[config.mk]
export PLATFORM = sky130hd
export DESIGN_NAME = fb_port_arbiter
export DESIGN_NICKNAME = d
export VERILOG_FILES = /design/src/rtl/fb_port_arbiter_pkg.sv /design/src/rtl/fb_port_arbiter.sv
export SDC_FILE = /design/constraint.sdc
export NUM_CORES = 1
export LEC_CHECK = 0
export ABC_AREA = 0
export CORE_ASPECT_RATIO = 0.7
export CORE_MARGIN = 2
export CORE_UTILIZATION = 38
export CTS_CLUSTER_SIZE = 14
export DETAILED_ROUTE_END_ITERATION = 10
export PLACE_DENSITY_LB_ADDON = 0.12
export SYNTH_ARGS = -nofsm -noshare
export SYNTH_HDL_FRONTEND = slang
export SYNTH_SLANG_ARGS = --single-unit
[constraint.sdc]
create_clock -name clock -period 1.64 [get_ports clock]
set_input_delay 0.41 -clock clock [delete_from_list [all_inputs] [get_ports clock]]
set_output_delay 0.41 -clock clock [all_outputs]
set_load 0.005 [all_outputs]
[src/rtl/fb_port_arbiter_pkg.sv]
// Shared types for the framebuffer port arbiter: arbiter states, read-return tags
// and the helper that sizes the starvation counter.
package fb_arb_pkg;

  typedef enum logic {
    NORMAL,
    DEFER
  } state_t;

  typedef enum logic [1:0] {
    NONE,
    SCAN,
    CORE
  } tag_t;

  localparam int STARVE_LIMIT_DFLT = 8;

  function automatic int cnt_width(input int limit);
    return $clog2(limit + 1);
  endfunction

  localparam int CNT_W = cnt_width(STARVE_LIMIT_DFLT);

endpackage

[src/rtl/fb_port_arbiter.sv]
// Single-port framebuffer RAM arbiter: VGA scanout has priority, and the RISC-V core
// gets one forced grant after STARVE_LIMIT consecutive blocked cycles.
//
// state  | meaning
// NORMAL | skid empty; normal priority arbitration
// DEFER  | skid holds one scanout read displaced by a forced core grant
module fb_port_arbiter
  import fb_arb_pkg::*;
#(
  parameter int ADDR_BITS    = 19,
  parameter int PIXEL_BITS   = 3,
  parameter int STARVE_LIMIT = STARVE_LIMIT_DFLT
) (
  input  logic                  clock,
  input  logic                  reset,
  input  logic                  scan_req,
  input  logic [ADDR_BITS-1:0]  scan_addr,
  output logic                  scan_rvalid,
  output logic [PIXEL_BITS-1:0] scan_rdata,
  output logic                  scan_overrun,
  input  logic                  core_req,
  input  logic                  core_we,
  input  logic [ADDR_BITS-1:0]  core_addr,
  input  logic [PIXEL_BITS-1:0] core_wdata,
  output logic                  core_ready,
  output logic                  core_rvalid,
  output logic [PIXEL_BITS-1:0] core_rdata,
  output logic [ADDR_BITS-1:0]  mem_addr,
  output logic                  mem_we,
  output logic [PIXEL_BITS-1:0] mem_wdata,
  input  logic [PIXEL_BITS-1:0] mem_rdata
);

  localparam int CW = cnt_width(STARVE_LIMIT);
  localparam logic [CW-1:0] LIMIT = CW'(STARVE_LIMIT);

  state_t                state;
  tag_t                  rd_tag;
  logic [ADDR_BITS-1:0]  skid_addr;
  logic [CW-1:0]         starve_cnt;
  logic [PIXEL_BITS-1:0] scan_rdata_q;
  logic [PIXEL_BITS-1:0] core_rdata_q;

  logic serve_skid;
  logic serve_scan;
  logic grant_core;
  logic forced;

  // Nothing is granted while reset is held, so a held core request cannot write.
  always_comb begin
    serve_skid = 1'b0;
    serve_scan = 1'b0;
    grant_core = 1'b0;
    forced     = 1'b0;
    if (!reset) begin
      if (state == DEFER) begin
        serve_skid = 1'b1;
      end else if (core_req && (starve_cnt == LIMIT)) begin
        grant_core = 1'b1;
        forced     = 1'b1;
      end else if (scan_req) begin
        serve_scan = 1'b1;
      end else if (core_req) begin
        grant_core = 1'b1;
      end
    end
  end

  assign core_ready = grant_core;
  assign mem_we     = grant_core & core_we;
  assign mem_wdata  = core_wdata;
  assign mem_addr   = serve_skid ? skid_addr :
                      serve_scan ? scan_addr : core_addr;

  // Return data passes straight from the RAM in its valid cycle and is held afterwards;
  // a read in flight when reset arrives is dropped.
  assign scan_rvalid = (rd_tag == SCAN) && !reset;
  assign core_rvalid = (rd_tag == CORE) && !reset;
  assign scan_rdata  = scan_rvalid ? mem_rdata : scan_rdata_q;
  assign core_rdata  = core_rvalid ? mem_rdata : core_rdata_q;

  always_ff @(posedge clock) begin
    if (reset) begin
      state        <= NORMAL;
      rd_tag       <= NONE;
      skid_addr    <= '0;
      starve_cnt   <= '0;
      scan_overrun <= 1'b0;
      scan_rdata_q <= '0;
      core_rdata_q <= '0;
    end else begin
      if (scan_rvalid) scan_rdata_q <= mem_rdata;
      if (core_rvalid) core_rdata_q <= mem_rdata;

      if (serve_skid || serve_scan)     rd_tag <= SCAN;
      else if (grant_core && !core_we)  rd_tag <= CORE;
      else                              rd_tag <= NONE;

      // Counts every cycle a pending core request is refused, including the DEFER cycle.
      if (!core_req || grant_core)      starve_cnt <= '0;
      else if (starve_cnt != LIMIT)     starve_cnt <= starve_cnt + CW'(1);

      if (serve_skid) begin
        state <= NORMAL;
        if (scan_req) scan_overrun <= 1'b1;
      end else if (forced && scan_req) begin
        skid_addr <= scan_addr;
        state     <= DEFER;
      end
    end
  end

endmodule

==> impl_results.md <==
* Distinct cells, synth at 33
* DRC at 0
* Count of nets left with antenna violations after detail routing at 0
* Number of levels the H-tree was split into at 2
* Maximum clock frequency at 484 MHz
* Final-stage net count at 410
* Number of fill cells in the layout at 423
* Origin of the critical flop-to-flop path: state$_SDFFE_PP0P_
* Maximum fanout count along the critical path at 5
* Top cell type's share of synthesized area at 0.344
* First drt pass iteration count at 4
* Type of origin of the critical path: flip-flop
* Clock slew seen by the registers of the worst setup and hold paths at 0.07 ns
* Pleak at 1.36 nW
* All-Layer GR Usage at 0.248
* Power, Total at 1.86 mW
* CTS tree: built
* Number of synthesized flops with an enable pin at 0
* Critical Path Start: starve_cnt[0]$_SDFFE_PP0P_
* Largest net degree at the start of global routing at 24
* Final min period at 2.07 ns
* Worst Setup Slack, final at -0.427 ns
* Number of antenna violations at the first check in global routing at 0
* Data required time at the worst endpoint at 1.23 ns
* Failing checks: setup timing
* Max clock buf depth at 2
* Cell chosen for the clock root: clkbuf_8
* Cell types with the largest area share after synthesis: dfxtp_1 34%, nand3_1 11%, nand2_1 7.4%, o211ai_2 6.5%, a21oi_1 6.0%
* Final count of hold timing violations at 0
* Register-to-Register Setup Slack at 0.12 ns
* Ant diodes at 0
* Number of max-slew violations in the final report at 0
* Unrepaired setup endpoints after global routing: true
* Num CTS Buffers at 5
* Flip-flop and latch count after synthesis at 33
* Syn. warnings at 0
* Worst IR Drop VDD at 0.398 mV
* Average cell area after synthesis at 7.94 sq um
* Final weighted congestion in routability-driven placement at 0.767
* Kind of end point of the critical path: output pin
* Core Box Area at 4830 sq um
* Port Buffers at 75
* Cell depth of the worst flop-to-flop path at 6
* Async set-or-reset flop fraction in the synthesized netlist at 0
* Critical path data arrival time at 1.66 ns
* Post-synthesis cell area at 1920 sq um
* Power density of the placed cells at 568 nW/um^2
* Share of the yosys chip area belonging to registers at 0.344
* Worst slew margin relative to its limit at 0.839
* Layout overhead on the synthesized area at 70.6%
* Syn nets at 293
* Die width at 89.0 um
* Dominant cell type by area after synthesis: dfxtp_1
* Routed Wire Length at 6690 um
* Status: finished with violations
* Post-DR vias/cell at 5.22
* Top-count cell post-synth: nand3_1
* Row Count at 21
* IO Count at 82
* Final critical-path share of the clock period at 1.26
* Die outline area at 5650 sq um
* Vias after detailed routing at 2239
* First-pass GRT wire length at 10900 um
* Die boundary height at 63.5 um
* Post-DP HPWL at 3870 um
* Hold/Removal Path Class: in -> reg
* Number of sinks on the clock net at 33
* Worst-Margin Slew at 0.241 ns
* Count of routing violations after the opening detailed-route iteration at 191
* Crit Path Category: reg -> out
* Number of hold buffers added after cts at 0
* Post-Route Skew at 0.00676 ns
* Post-DR wirelength/cell at 15.6 um
* Initial cell density of the core at 0.397
* Total global routing overflow at 0
* End of the worst register-to-register path: skid_addr[14]$_SDFFE_PP0P_
* Number of max-cap violations at 0
* Insertion delay of the later-clocked pin in the worst-skew pair at 0.29 ns
* Ranking of synthesized cells by instance count: 41 x nand3_1, 38 x nand2_1, 33 x dfxtp_1
* Final standard cell utilization of the core at 0.678
* Leading register cell type out of synthesis: dfxtp_1
* Synthesized netlist cell count at 242
* Ratio of cells with drive above 1 in the final layout at 0.358
* Number of global-route vias before repair at 2229
* Setup crit end: mem_addr[2]
* Final setup violation count at 29
critical path, stage by stage, from the launching register on:
cell and delay, ns:
dfxtp_2 0.32, inv_2 0.08, ha_4 0.14, nand4b_1 0.14, and2_4 0.23, buf_16 0.15
o211ai_1 0.17, buf_2 0.14
timing repair:
item / in CTS / in global routing
cloned: 5 / 0
buffers inserted: 21 / 5
gates resized for setup: 162 / 11
endpoints found under the setup margin: 35 / 29
pin swaps: 15 / 4
per-stage QoR:
step	setup slack, ns	instance area, sq um	instances	setup TNS (ns)	hold slack (ns)
after floorplan	0.0250	1950	242	0	0.454
after global placement	-0.955	2940	398	-31.95	0.461
after detailed placement	-0.979	2940	398	-33.46	0.468
after CTS	-0.461	3310	431	-8.87	0.434
after global routing	-0.507	3280	429	-11.49	0.452
final	-0.427	3280	429	-9.46	0.436
state kept, by name (all words and copies together), names as in the netlist:
| name | flops |
|---|---|
| core_rdata_q | 3 |
| rd_tag | 2 |
| scan_overrun | 1 |
| scan_rdata_q | 3 |
| skid_addr | 19 |
| starve_cnt | 4 |
| state | 1 |
how the worst min path moves through the flow:
stage	start	to	slack (ns)	cells after the start
CTS	reset	skid_addr[16]$_SDFFE_PP0P_	0.43	3
finish	reset	skid_addr[16]$_SDFFE_PP0P_	0.44	3
detailed placement	skid_addr[18]$_SDFFE_PP0P_	skid_addr[18]$_SDFFE_PP0P_	0.47	2
global placement	skid_addr[7]$_SDFFE_PP0P_	skid_addr[7]$_SDFFE_PP0P_	0.46	2
global route	reset	core_rdata_q[0]$_SDFF_PP0_	0.45	3
floorplan	skid_addr[0]$_SDFFE_PP0P_	skid_addr[0]$_SDFFE_PP0P_	0.45	2
layout by cell type, fill, tap and decap left out, types with 2 or more instances in the layout:
cell / count
a21oi_1: 23
mux2_4: 6
and2b_1: 3
buf_12: 4
o21ai_0: 19
buf_4: 38
dfxtp_2: 4
clkinv_2: 2
nand3_1: 40
nand2b_1: 2
o211ai_2: 10
nor2b_1: 4
nor2_1: 4
inv_2: 2
buf_2: 21
clkbuf_8: 5
dfxtp_1: 28
clkdlybuf4s50_1: 43
nor3_1: 2
nor3b_4: 2
buf_16: 3
buf_6: 24
o211ai_1: 11
nand2_1: 38
layer usage:
layer | part of all wire | vias to the layer above | track usage
met2 | 0.45 | 80 | 0.388
met4 | 0.012 | 0 | 0.0672
met5 | 0 | - | 0
li1 | - | 1087 | -
met1 | 0.48 | 1063 | 0.350
met3 | 0.062 | 9 | 0.0446
cell type report:
type | count | area [sq um] | share of cell area
timing repair buffer | 136 | 1290 | 0.393
multi-input combinational | 180 | 1140 | 0.348
sequential | 33 | 669 | 0.204
tap | 69 | 86.3 | 0.0264
clock buffer | 6 | 72.6 | 0.0222
inverter | 3 | 11.3 | 0.00344
clock inverter | 2 | 10.0 | 0.00306
power breakdown:
part,internal (mW),total [mW],switching [mW]
clock network,0.294,0.601,0.307
registers,0.807,0.810,0.00388
logic,0.282,0.449,0.167
cell families (layout without fill, tap and decap cells):
kind of cell             after synthesis  count (layout)  share of synthesized area
flip-flops                            33              33                      0.344
AO/OA/AOI/OAI                         65              65                      0.224
buffers and inverters                 29             147                     0.0912
adder cells (fa/ha/maj)                2               2                     0.0130
multiplexers                           6               6                     0.0352
XOR/XNOR                               2               2                    0.00912
AND/OR/NAND/NOR                      105             105                      0.283
No activity file was read; power rests on OpenSTA's default activity.
